[src/rtl/css_mcu0_dmi_router_pkg.sv]
// Shared widths, default aperture map and FSM encoding for the MCU0 DMI router.
package css_mcu0_dmi_router_pkg;

    localparam int unsigned DMI_AW = 7;
    localparam int unsigned DMI_DW = 32;

    // Target 0 = core debug module, target 1 = uncore register blocks.
    localparam logic [2*DMI_AW-1:0] DEF_TGT_LO = {7'h50, 7'h00};
    localparam logic [2*DMI_AW-1:0] DEF_TGT_HI = {7'h7F, 7'h4F};

    typedef enum logic [1:0] {
        IDLE,
        WR,
        RD
    } state_t;

endpackage

[src/rtl/css_mcu0_dmi_router_dec.sv]
// Combinational aperture decoder: one-hot select of the lowest-index matching target.
module css_mcu0_dmi_router_dec
    import css_mcu0_dmi_router_pkg::*;
#(
    parameter int unsigned               N_TGT  = 2,
    parameter logic [N_TGT*DMI_AW-1:0]   TGT_LO = DEF_TGT_LO,
    parameter logic [N_TGT*DMI_AW-1:0]   TGT_HI = DEF_TGT_HI
) (
    input  logic [DMI_AW-1:0] addr,
    output logic [N_TGT-1:0]  sel,
    output logic              unmapped
);

    logic found;

    always_comb begin
        sel   = '0;
        found = 1'b0;
        for (int unsigned i = 0; i < N_TGT; i++) begin
            if (!found &&
                (addr >= TGT_LO[i*DMI_AW +: DMI_AW]) &&
                (addr <= TGT_HI[i*DMI_AW +: DMI_AW])) begin
                sel[i] = 1'b1;
                found  = 1'b1;
            end
        end
    end

    assign unmapped = ~found;

endmodule

[src/rtl/css_mcu0_dmi_router.sv]
// Registered DMI aperture router with fixed-latency read capture and busy flag.
// Optional saturating error counter enabled by CSS_MCU0_DMI_ROUTER_ERR_CNT_EN.
module css_mcu0_dmi_router
    import css_mcu0_dmi_router_pkg::*;
#(
    parameter int unsigned               N_TGT     = 2,
    parameter logic [N_TGT*DMI_AW-1:0]   TGT_LO    = DEF_TGT_LO,
    parameter logic [N_TGT*DMI_AW-1:0]   TGT_HI    = DEF_TGT_HI,
    parameter int unsigned               RD_LAT    = 1,
    parameter int unsigned               ERR_CNT_W = 8
) (
    input  logic                      clk,
    input  logic                      rst,
    input  logic [N_TGT-1:0]          tgt_enable,
    input  logic                      dmi_en,
    input  logic                      dmi_wr_en,
    input  logic [DMI_AW-1:0]         dmi_addr,
    input  logic [DMI_DW-1:0]         dmi_wdata,
    output logic [DMI_DW-1:0]         dmi_rdata,
    output logic                      dmi_busy,
    output logic [N_TGT-1:0]          dmi_tgt_en,
    output logic [N_TGT-1:0]          dmi_tgt_wr_en,
    output logic [DMI_AW-1:0]         dmi_tgt_addr,
    output logic [DMI_DW-1:0]         dmi_tgt_wdata,
    input  logic [N_TGT*DMI_DW-1:0]   dmi_tgt_rdata,
    input  logic                      err_cnt_clr,
    output logic [ERR_CNT_W-1:0]      err_cnt
);

    localparam logic [1:0] LAT_LAST = 2'(RD_LAT - 1);

    state_t              state;
    state_t              state_nxt;
    logic [1:0]          lat_cnt;
    logic                accept;
    logic                capture;
    logic                err_evt;
    logic [N_TGT-1:0]    sel;
    logic                unmapped;
    logic [N_TGT-1:0]    fwd_sel;
    logic [N_TGT-1:0]    rd_sel_q;
    logic [N_TGT-1:0]    tgt_en_q;
    logic [N_TGT-1:0]    tgt_wr_q;
    logic [DMI_AW-1:0]   addr_q;
    logic [DMI_DW-1:0]   wdata_q;
    logic [DMI_DW-1:0]   rdata_q;
    logic [DMI_DW-1:0]   cap_data;

    css_mcu0_dmi_router_dec #(
        .N_TGT  (N_TGT),
        .TGT_LO (TGT_LO),
        .TGT_HI (TGT_HI)
    ) u_dec (
        .addr     (dmi_addr),
        .sel      (sel),
        .unmapped (unmapped)
    );

    // Enable is sampled here, at accept; the captured select drives the read mux.
    assign fwd_sel = sel & tgt_enable;
    assign accept  = dmi_en && (state == IDLE);
    assign err_evt = (accept && (unmapped || (fwd_sel == '0))) ||
                     (dmi_en && (state != IDLE));

    always_ff @(posedge clk or posedge rst) begin
        if (rst) begin
            state <= IDLE;
        end else begin
            state <= state_nxt;
        end
    end

    always_comb begin
        state_nxt = state;
        unique case (state)
            IDLE:    if (dmi_en) state_nxt = dmi_wr_en ? WR : RD;
            WR:      state_nxt = IDLE;
            RD:      if (lat_cnt == LAT_LAST) state_nxt = IDLE;
            default: state_nxt = IDLE;
        endcase
    end

    always_comb begin
        dmi_busy = (state != IDLE);
        capture  = (state == RD) && (lat_cnt == LAT_LAST);
    end

    always_comb begin
        cap_data = '0;
        for (int unsigned i = 0; i < N_TGT; i++) begin
            if (rd_sel_q[i]) cap_data = cap_data | dmi_tgt_rdata[i*DMI_DW +: DMI_DW];
        end
    end

    always_ff @(posedge clk or posedge rst) begin
        if (rst) begin
            lat_cnt  <= '0;
            rd_sel_q <= '0;
            tgt_en_q <= '0;
            tgt_wr_q <= '0;
            addr_q   <= '0;
            wdata_q  <= '0;
            rdata_q  <= '0;
        end else begin
            tgt_en_q <= '0;
            tgt_wr_q <= '0;
            if (accept) begin
                addr_q   <= dmi_addr;
                wdata_q  <= dmi_wdata;
                tgt_en_q <= fwd_sel;
                tgt_wr_q <= dmi_wr_en ? fwd_sel : '0;
                rd_sel_q <= fwd_sel;
                lat_cnt  <= '0;
            end else if (state == RD) begin
                lat_cnt <= lat_cnt + 2'd1;
            end
            if (capture) begin
                rdata_q <= cap_data;
            end
        end
    end

    assign dmi_rdata     = rdata_q;
    assign dmi_tgt_en    = tgt_en_q;
    assign dmi_tgt_wr_en = tgt_wr_q;
    assign dmi_tgt_addr  = addr_q;
    assign dmi_tgt_wdata = wdata_q;

`ifdef CSS_MCU0_DMI_ROUTER_ERR_CNT_EN
    logic [ERR_CNT_W-1:0] err_q;

    always_ff @(posedge clk or posedge rst) begin
        if (rst) begin
            err_q <= '0;
        end else if (err_cnt_clr) begin
            err_q <= '0;
        end else if (err_evt && (err_q != '1)) begin
            err_q <= err_q + 1'b1;
        end
    end

    assign err_cnt = err_q;
`else
    logic unused_err;
    assign unused_err = err_cnt_clr ^ err_evt;
    assign err_cnt    = '0;
`endif

endmodule

[config.mk]
export PLATFORM = sky130hd
export DESIGN_NAME = css_mcu0_dmi_router
export DESIGN_NICKNAME = d
export VERILOG_FILES = /design/src/rtl/css_mcu0_dmi_router_pkg.sv /design/src/rtl/css_mcu0_dmi_router_dec.sv /design/src/rtl/css_mcu0_dmi_router.sv
export SDC_FILE = /design/constraint.sdc
export NUM_CORES = 1
export LEC_CHECK = 0
export ABC_CLOCK_PERIOD_IN_PS = 2600
export BUFFER_PORTS_ARGS = -buffer_cell sky130_fd_sc_hd__buf_2
export CAP_MARGIN = 25
export CORE_MARGIN = 8
export CORE_UTILIZATION = 40
export CTS_CLUSTER_SIZE = 24
export DETAILED_ROUTE_END_ITERATION = 6
export PLACE_DENSITY_LB_ADDON = 0.05
export SYNTH_ARGS = -nofsm -noshare
export SYNTH_HDL_FRONTEND = slang
export SYNTH_HIERARCHICAL = 1
export SYNTH_SLANG_ARGS = --single-unit
[constraint.sdc]
create_clock -name clk -period 2.6 [get_ports clk]
set_input_delay 0.39 -clock clk [delete_from_list [all_inputs] [get_ports clk]]
set_output_delay 0.39 -clock clk [all_outputs]
set_load 0.05 [all_outputs]
Word level (Yosys, flattened, before mapping)
Index checks and enable logic that the tools add are counted.
{"block": "word_totals", "regBits": 81}
{"block": "op_classes", "n_mux": 13, "n_addsub": 1, "order_cmp": 4, "n_eq_ne": 3, "n_bitwise": 2, "n_reduce_logical": 11}
{"cell": "$mux W32", "count": 2}
{"cell": "$or A32 B32 Y32", "count": 1}
{"cell": "$mux W2", "count": 8}
{"cell": "$le A7 B7 Y1 const B", "count": 2}
{"cell": "$ge A7 B1 Y1 const B", "count": 1}
{"cell": "$ge A7 B7 Y1 const B", "count": 1}
{"cell": "$logic_and A1 B1 Y1", "count": 5}
{"cell": "$logic_not A2 Y1", "count": 2}
{"cell": "$ne A2 B2 Y1 const B", "count": 2}
{"cell": "$pmux W2 S2", "count": 1}
{"cell": "$reduce_bool A2 Y1", "count": 2}
{"cell": "$add A2 B1 Y2 const B", "count": 1}
{"cell": "$and A2 B2 Y2", "count": 1}
{"cell": "$eq A2 B2 Y1 const B", "count": 1}
{"cell": "$mux W1", "count": 2}
{"cell": "$reduce_and A2 Y1", "count": 1}
{"cell": "$logic_not A1 Y1", "count": 1}

Depth between registers and ports, before layout
Gate-level depths: netlist of the first run.
{"block": "logic_depth", "depth_word": 10, "mapped_depth": 6, "ltp_nobuf": 4}

Modules after synthesis
The synthesis of the first run kept the hierarchy.
{"mod": "css_mcu0_dmi_router", "n_inst": 1, "cells_each": 236, "area_per_inst_um2": 3612.2}
{"mod": "css_mcu0_dmi_router_dec", "n_inst": 1, "cells_each": 4, "area_per_inst_um2": 23.8}

Worst setup path after synthesis of the first run
OpenSTA, ideal clock, no wires.
{"block": "synth_timing", "path_type": "reg2reg", "startpoint": "reg lat_cnt[0]", "endpoint": "reg rdata_q[0], in the netlist dmi_rdata[0]", "slack_ns": 1.177, "stages_incl_launch_ff": 7, "t_required_ns": 2.475, "setup_time_ns": 0.125, "arrival_time_ns": 1.298, "cell_sequence": "dfrtp_1 > inv_1 > ha_1 > and3b_1 > buf_6 > buf_12 > mux2_4"}
{"block": "synth_via", "elab_chain_len": 2}
{"element": "from (decl)", "line": "css_mcu0_dmi_router.sv:34", "text": "logic [1:0] lat_cnt;"}
{"element": "from (signal assigned)", "line": "css_mcu0_dmi_router.sv:115", "text": "lat_cnt <= lat_cnt + 2'd1;"}
{"element": "$logic_not A2 Y1", "line": "css_mcu0_dmi_router.sv:85", "text": "capture = (state == RD) && (lat_cnt == LAT_LAST);"}
{"element": "$logic_and A1 B1 Y1", "line": "css_mcu0_dmi_router.sv:85"}
{"element": "to (signal assigned)", "line": "css_mcu0_dmi_router.sv:118", "text": "rdata_q <= cap_data;"}
{"element": "to (decl)", "line": "css_mcu0_dmi_router.sv:46", "text": "logic [DMI_DW-1:0] rdata_q;"}
No other way between the ends.
A chain may end at the register's enable or synchronous reset.

Final worst setup path of the first run
{"block": "layout_timing", "startpoint": "reg lat_cnt[0]", "endpoint": "reg rdata_q[5], in the netlist dmi_rdata[5]"}
The elaborated chain is that of the path after synthesis.

==> out/metrics.yaml, run 1 <==
run_status:
  status: "complete, no violations"
worst_setup_path:
  crit_path_end_kind: "register"
  cp_slowest_cell: "and3b_2"
  rr_endpoint: "dmi_rdata[5]$_DFFE_PP0P_"
  worst_setup_path_start_kind: "register"
  cpLargestDelayFamily: "simple AND/OR/NAND/NOR gates"
  r2r-start: "lat_cnt[0]$_DFFE_PP0P_"
  crit_start: "lat_cnt[0]$_DFFE_PP0P_"
  cp.depth: 5
  max_stage_delay_ns: 0.42
  worstPathArrival_ns: 1.96
  worst-path-max-fanout: 23
  required_ns: 2.83
  ff2ff_path_depth: 5
  crit_buf_inv: 2
  path_class: "register to register"
  worstPathCellList: "inv_1 > ha_1 > and3b_2 > buf_12 > mux2_2"
  reg2reg_slack_ns: 0.86
cells_and_area:
  syn_to_final_growth_pct: 32.8
  layout-drive-gt1-share: 0.653
  antennaDiodeCount: 0
  multiInputGateArea_sq_um: 1390
  fill_cells: 769
  finish.instance_area_sq_um: 4810
  fin_nets: 533
  regArea_sq_um: 2030
  final_cells: 534
pwr:
  ir_drop_v: 0.000488
  power-per-cell-area_nw_per_um2: 1260
  leakagePower_nw: 2.52
sta:
  fin_skew_ns: 0.00561
  final_max_slew_viol_count: 0
  max_clock_freq_mhz: 576
  setup_tns_ns: 0
  period_needed_ns: 1.74
  setup_viol: 0
  rsz0062_at_grt: "no"
  worstMarginPinSlew_ns: 0.568
  min_period_over_period: 0.667
  hold_viol_final: 0
  whs_ns: 0.274
  slew_headroom: 0.622
placement:
  hpwl_um: 6960
  port_buffers: 184
  dpl.cell_count: 517
  gp_congestion: 0.710
  placed_area_sq_um: 4550
clocking:
  cts_buffers: 9
  cts_tree: "built"
  cts_buffer_depth: 2
  holdBufCountCts: 1
  cts-root-buf: "clkbuf_8"
  numClockSinks: 81
  cts_max_level: 3
  cts_setup_buffers: 0
  clk_pin_slew_ns: 0.08
  worstSkewPairLatency_ns: 0.34
  cts-resized-gates: 0
floorplan:
  io_pins: 194
  die_width_um: 111
  rows: 34
  fp.coreArea_sq_um: 8760
  initial_core_util: 0.414
  die-area_sq_um: 12400
  fp.dieH_um: 111
drt:
  drc: 0
  wl_per_cell_um: 17.1
  drtIter0Drc: 67
  drt-pass1-iter-count: 4
  wirelength_um: 9130
  via_count: 2552
  via_per_inst: 4.78
  drtAntennaViolNets: 0
grt:
  grt_pass1_wl_um: 14900
  busiest_layer: "met2"
  use_met2: 0.251
  grt_max_degree: 47
  track_usage: 0.148
  antenna_found_initial: 0
  use_met1: 0.168
  overflow: 0
  use_met3: 0.0622
  grt_pass1_vias: 2799
worst_hold_path:
  hold_path_depth: 2
  hp-start: "dmi_wdata[25]"
  worstHoldEndpoint: "dmi_tgt_wdata[25]$_DFFE_PP0P_"
  hp-class: "input port to register"
yosys:
  syn_area_per_cell_sq_um: 15.2
  synthesis.area_sq_um: 3620
  synthCells: 238
  synth_warnings: 6
run:
  drv_cap: 0
## sequential cells by signal (all words and copies together) (netlist names)
name and count:
state 2, dmi_tgt_wdata 32, dmi_tgt_en 2, lat_cnt 2
rd_sel_q 2, dmi_tgt_wr_en 2, dmi_tgt_addr 7, dmi_rdata 32
## power breakdown
part / switching [mW] / internal, mW / leakage [nW]
Combinational: 2.09 / 1.03 / 1.41
Sequential: 0.210 / 1.68 / 1.00
Clock: 0.421 / 0.635 / 0.111
## how the worst max path moves through the flow
stage	slack [ns]	end
after floorplan	0.13	dmi_rdata[0]$_DFFE_PP0P_
after global placement	0.86	dmi_rdata[5]$_DFFE_PP0P_
after detailed placement	0.85	dmi_rdata[6]$_DFFE_PP0P_
after CTS	0.84	dmi_rdata[5]$_DFFE_PP0P_
after global routing	0.76	dmi_rdata[5]$_DFFE_PP0P_
final	0.86	dmi_rdata[5]$_DFFE_PP0P_
## cell type report
class                           instances  area share
Inverter                                6     0.00494
Sequential cell                        81       0.421
Clock inverter                          3      0.0187
Timing Repair Buffer                  191       0.210
Clock buffer                           12      0.0281
Tap cell                              108      0.0281
Multi-Input combinational cell        133       0.289
## per-stage QoR
stage | total power [mW] | util | worst slack, ns
global route | 6.38 | 0.549 | 0.758
detailed placement | 5.06 | 0.519 | 0.853
global placement | 5.03 | 0.519 | 0.860
finish | 6.07 | 0.549 | 0.865
floorplan | 4.41 | - | 0.130
CTS | 6.15 | 0.546 | 0.838
## placed cells by master, fill, tap and decap left out, types with 2 or more instances in the layout
cell type and instances:
inv_1 5, buf_4 4, and4_1 2, conb_1 8, clkbuf_8 9, buf_2 184, a22o_1 32, mux2i_1 2
nand2_1 2, mux2_4 30, bufinv_16 3, clkbuf_1 3, mux2_2 41, and3_1 2, dfrtp_1 81
## metal layers
metal / vias up / wire (um)
met5: - / 0
met4: 0 / 94
met3: 11 / 793
met2: 99 / 4630
met1: 1233 / 3610
li1: 1209 / -
## worst register-to-register path, stage by stage (launching register included)
cell and delay, ns:
dfrtp_1 0.39, inv_1 0.07, ha_1 0.14, and3b_2 0.42, buf_12 0.26, mux2_2 0.35
Note: power is estimated with default switching activity, not from simulation.
==> inputs of run 2 (changes only) <==
Settings changed: ABC_CLOCK_PERIOD_IN_PS 2600 to 1540.
Clock period 2.6 ns to 1.54 ns, I/O delays scaled along.
==> run 2 against run 1 <==
Compared with the run above:
- clock power is 76% higher
- die area unchanged
- worst setup slack worse by 0.84 ns
- core utilization up 2.4 points
- sequential power up 68%
- maximum frequency up 15%
- routed wire length up 6.3%
- count of clock-buffer cells in the layout shrank 2
- via count rose by 2.0%
- first-iteration DRC count up 61%
- clock skew grew 0.0047 ns
==> out/metrics.yaml, run 2 (synthesized netlist as in run 1, its figures left out) <==
run_status:
  status: "complete, no violations"
grt:
  grt_pass1_vias: 2864
  grt_pass1_wl_um: 15300
  grt_max_degree: 82
  antenna_found_initial: 0
  track_usage: 0.153
  overflow: 0
sta:
  setup_viol: 0
  period_needed_ns: 1.51
  max_clock_freq_mhz: 661
  hold_viol_final: 0
  fin_skew_ns: 0.0103
  min_period_over_period: 0.982
  rsz0062_at_grt: "yes"
  fin_ws_ns: 0.0276
  final_max_slew_viol_count: 0
  setup_tns_ns: 0
drt:
  drtIter0Drc: 108
  wl_per_cell_um: 17.8
  via_count: 2602
  drtAntennaViolNets: 0
  drt-pass1-iter-count: 4
  drc: 0
  wirelength_um: 9700
  via_per_inst: 4.77
pwr:
  leakagePower_nw: 2.61
  ir_drop_v: 0.000929
  power-per-cell-area_nw_per_um2: 2120
floorplan:
  io_pins: 194
  die_width_um: 111
  rows: 34
  die-area_sq_um: 12400
  initial_core_util: 0.414
  fp.coreArea_sq_um: 8760
  fp.dieH_um: 111
clocking:
  holdBufCountCts: 0
  worstSkewPairLatency_ns: 0.35
  cts_max_level: 3
  cts_buffers: 9
  numClockSinks: 81
  cts_buffer_depth: 2
  cts-root-buf: "clkbuf_8"
  cts_tree: "built"
  clk_pin_slew_ns: 0.09
cells_and_area:
  final_cells: 546
  fill_cells: 777
  syn_to_final_growth_pct: 38.6
  antennaDiodeCount: 0
  layout-drive-gt1-share: 0.669
  mostFrequentLayoutCells: "buf_2 (183), dfrtp_1 (81), mux2_2 (40), a22o_1 (32), mux2_4 (31)"
  layout_commonest_cell: "buf_2"
  fin_nets: 544
  finish.instance_area_sq_um: 5020
  final_util: 0.573
placement:
  dpl.cell_count: 523
  hpwl_um: 6980
  port_buffers: 184
  gp_congestion: 0.735
  placed_area_sq_um: 4650
  dp_slack_ns: 0.0140
worst_setup_path:
  path_class: "register to register"
  worst_setup_path_start_kind: "register"
  worst-path-max-fanout: 6
  crit_path_end_kind: "register"
  required_ns: 1.77
  worstPathArrival_ns: 1.74
worst_hold_path:
  hp-class: "input port to async pin"
run:
  drv_cap: 0
run 2: timing repair:
action                     in CTS  in global routing
buffers inserted                2                  1
gates cloned                    0                  4
pin swaps                       0                  1
hold endpoints to repair        0                  0
resized for setup               6                  4
setup endpoints to repair       4                 55
run 2: layout make-up:
class / instances / area, sq um / area share
Multi-Input combinational cell: 133 / 1410 / 0.280
Clock inverter: 6 / 115 / 0.0229
Timing Repair Buffer: 202 / 1190 / 0.236
Tap cell: 108 / 135 / 0.0269
Inverter: 6 / 26.3 / 0.00523
Clock buffer: 10 / 128 / 0.0254
Sequential cell: 81 / 2030 / 0.404
run 2: final timing paths:
path	end	depth (start not counted)	slack, ns	start
worst max register to register	dmi_rdata[7]$_DFFE_PP0P_	5	0.03	lat_cnt[0]$_DFFE_PP0P_
min in group clk	dmi_tgt_wdata[17]$_DFFE_PP0P_	2	0.11	dmi_wdata[17]
max in group asynchronous	dmi_rdata[10]$_DFFE_PP0P_	3	1.21	rst
worst max-delay path	dmi_rdata[7]$_DFFE_PP0P_	5	0.03	lat_cnt[0]$_DFFE_PP0P_
worst min register to register	dmi_tgt_wdata[26]$_DFFE_PP0P_	1	0.50	dmi_tgt_wdata[26]$_DFFE_PP0P_
worst min-delay path	dmi_tgt_wdata[20]$_DFFE_PP0P_	3	0.006	rst
run 2: power breakdown:
group	total [mW]	internal (mW)	switching (mW)
logic	5.58	1.95	3.64
registers	3.18	2.84	0.344
clock network	1.87	1.09	0.779
run 2: critical path, cell delays in order (launching register included):
cell     delay [ns]
dfrtp_1        0.39
inv_1          0.06
ha_1           0.16
and3b_2        0.28
buf_4          0.20
mux2_4         0.31
run 2: stage by stage:
step                total power [mW]  hold slack, ns
detailed placement              8.70           0.397
finish                          10.6         0.00571
global placement                8.63           0.392
CTS                             10.7         0.00788
floorplan                       7.45           0.360
global route                    11.2          0.0260
run 2: layer usage:
metal	global-route usage	vias up	part of all wire
li1	-	1241	-
met1	0.179	1256	0.42
met2	0.253	95	0.49
met3	0.0563	10	0.073
met4	0.0533	0	0.0096
met5	0	-	0
==> inputs of run 3 (changes only) <==
--- a/config.mk
+++ b/config.mk
@@ -7,2 +7,3 @@
 export LEC_CHECK = 0
+export ABC_AREA = 1
 export ABC_CLOCK_PERIOD_IN_PS = 1540
--- a/constraint.sdc
+++ b/constraint.sdc
@@ -3,2 +3,2 @@
 set_output_delay 0.231 -clock clk [all_outputs]
-set_load 0.05 [all_outputs]
+set_load 0.1 [all_outputs]
==> run 3 against run 2 <==
Compared with the run above:
- clock skew shrank 0.0043 ns
- final area shrank 0.82%
- maximum frequency grew 2.7%
- count of clock-buffer cells in the layout is the same
- routed wire length grew 11%
==> out/metrics.yaml, run 3 <==
cells_and_area:
  finish.instance_area_sq_um: 4980
  fin_nets: 758
  antennaDiodeCount: 0
  final_util: 0.539
  fill_cells: 925
  layout_commonest_cell: "nand2_1"
  mostFrequentLayoutCells: "nand2_1 (246), buf_2 (183), dfrtp_1 (80), nand3_1 (73)"
  layout-drive-gt1-share: 0.347
  regArea_sq_um: 2030
  syn_to_final_growth_pct: 30.6
  multiInputGateArea_sq_um: 1470
worst_hold_path:
  hold_path_depth: 3
  hp-class: "input port to register"
  hp-start: "dmi_wdata[0]"
  worstHoldEndpoint: "dmi_tgt_wdata[0]$_DFFE_PP0P_"
placement:
  placed_area_sq_um: 4740
  port_buffers: 184
  hpwl_um: 7920
  gp_congestion: 0.771
sta:
  setup_tns_ns: 0
  hold_viol_final: 0
  period_needed_ns: 1.47
  max_clock_freq_mhz: 679
  fin_skew_ns: 0.00603
  worstMarginPinSlew_ns: 0.523
  rsz0062_at_grt: "no"
  slew_headroom: 0.653
  whs_ns: 0.113
  min_period_over_period: 0.956
  setup_viol: 0
  final_max_slew_viol_count: 0
floorplan:
  die-area_sq_um: 12900
  rows: 35
  fp.dieH_um: 114
  io_pins: 194
  die_width_um: 114
  fp.coreArea_sq_um: 9240
  initial_core_util: 0.413
worst_setup_path:
  rr_endpoint: "dmi_rdata[3]$_DFFE_PP0P_"
  r2r-start: "lat_cnt[0]$_DFFE_PP0P_"
  worstPathArrival_ns: 1.24
  required_ns: 1.31
  worst-path-max-fanout: 4
  worst_setup_path_start_kind: "register"
  crit_path_end_kind: "output pin"
  reg2reg_slack_ns: 0.15
  ff2ff_path_depth: 5
  path_class: "register to output pin"
grt:
  antenna_found_initial: 0
  grt_max_degree: 50
  overflow: 0
  grt_pass1_wl_um: 17500
  track_usage: 0.166
  grt_pass1_vias: 3605
drt:
  via_per_inst: 4.46
  top_layer: "met4"
  wl_per_cell_um: 13.7
  drtAntennaViolNets: 0
  drtIter0Drc: 197
  drc: 0
  drt-pass1-iter-count: 4
  dr_wl_met3_um: 1120
  wirelength_um: 10700
  via_count: 3481
  wl_met1_um: 4520
  wl_met2_um: 4870
run:
  drv_cap: 0
clocking:
  cts_buffers: 9
  cts_max_level: 3
  worstSkewPairLatency_ns: 0.34
  clk_pin_slew_ns: 0.08
  cts_tree: "built"
  numClockSinks: 81
  cts_buffer_depth: 2
  cts-root-buf: "clkbuf_8"
yosys:
  synthCells: 472
  synthesis.area_sq_um: 3810
  syn_area_per_cell_sq_um: 8.08
  synth_warnings: 6
run_status:
  status: "complete, no violations"
run 3: cell type report:
class                           instances  area share
Multi-Input combinational cell        345       0.295
Clock inverter                          6      0.0133
Inverter                               14      0.0121
Tap cell                              129      0.0324
Clock buffer                           10      0.0276
Sequential cell                        81       0.407
Timing Repair Buffer                  196       0.212
run 3: critical path: stages (launching register included):
cell and delay [ns]:
dfrtp_2 0.46, nor2_4 0.15, clkinvlp_4 0.11, buf_6 0.18
run 3: worst max path at each step:
stage | slack (ns) | endpoint | cells past startpoint | start
CTS | 0.01 | dmi_busy | 3 | state[1]$_DFFE_PP0P_
floorplan | 0.05 | dmi_busy | 3 | state[0]$_DFFE_PP0P_
global placement | 0.13 | dmi_rdata[3]$_DFFE_PP0P_ | 5 | lat_cnt[0]$_DFFE_PP0P_
finish | 0.07 | dmi_busy | 3 | state[1]$_DFFE_PP0P_
detailed placement | 0.09 | dmi_rdata[3]$_DFFE_PP0P_ | 5 | lat_cnt[0]$_DFFE_PP0P_
global route | 0.0009 | dmi_busy | 3 | state[1]$_DFFE_PP0P_
run 3: metrics by stage:
stage | instances | setup slack [ns]
CTS | 781 | 0.0142
finish | 781 | 0.0673
detailed placement | 763 | 0.0873
global placement | 763 | 0.134
global route | 781 | 0.000927
floorplan | 479 | 0.0480
run 3: what timing repair did:
action / CTS / global route
endpoints found under the setup margin: 1 / 21
hold endpoints to repair: 11 / 0
pin swaps: 1 / 1
gates resized for setup: 3 / 2
hold buffers: 1 / 0
buffers inserted: 1 / 0
run 3: routing by layer:
layer | vias to the layer above | global-route usage
li1 | 1795 | -
met1 | 1532 | 0.195
met2 | 139 | 0.265
met3 | 15 | 0.0681
met4 | 0 | 0.0648
met5 | - | 0
Power of run 3 is left out: the tool's default activity adds up to more than one toggle a clock period on the data nets, which glitch-free logic cannot reach.
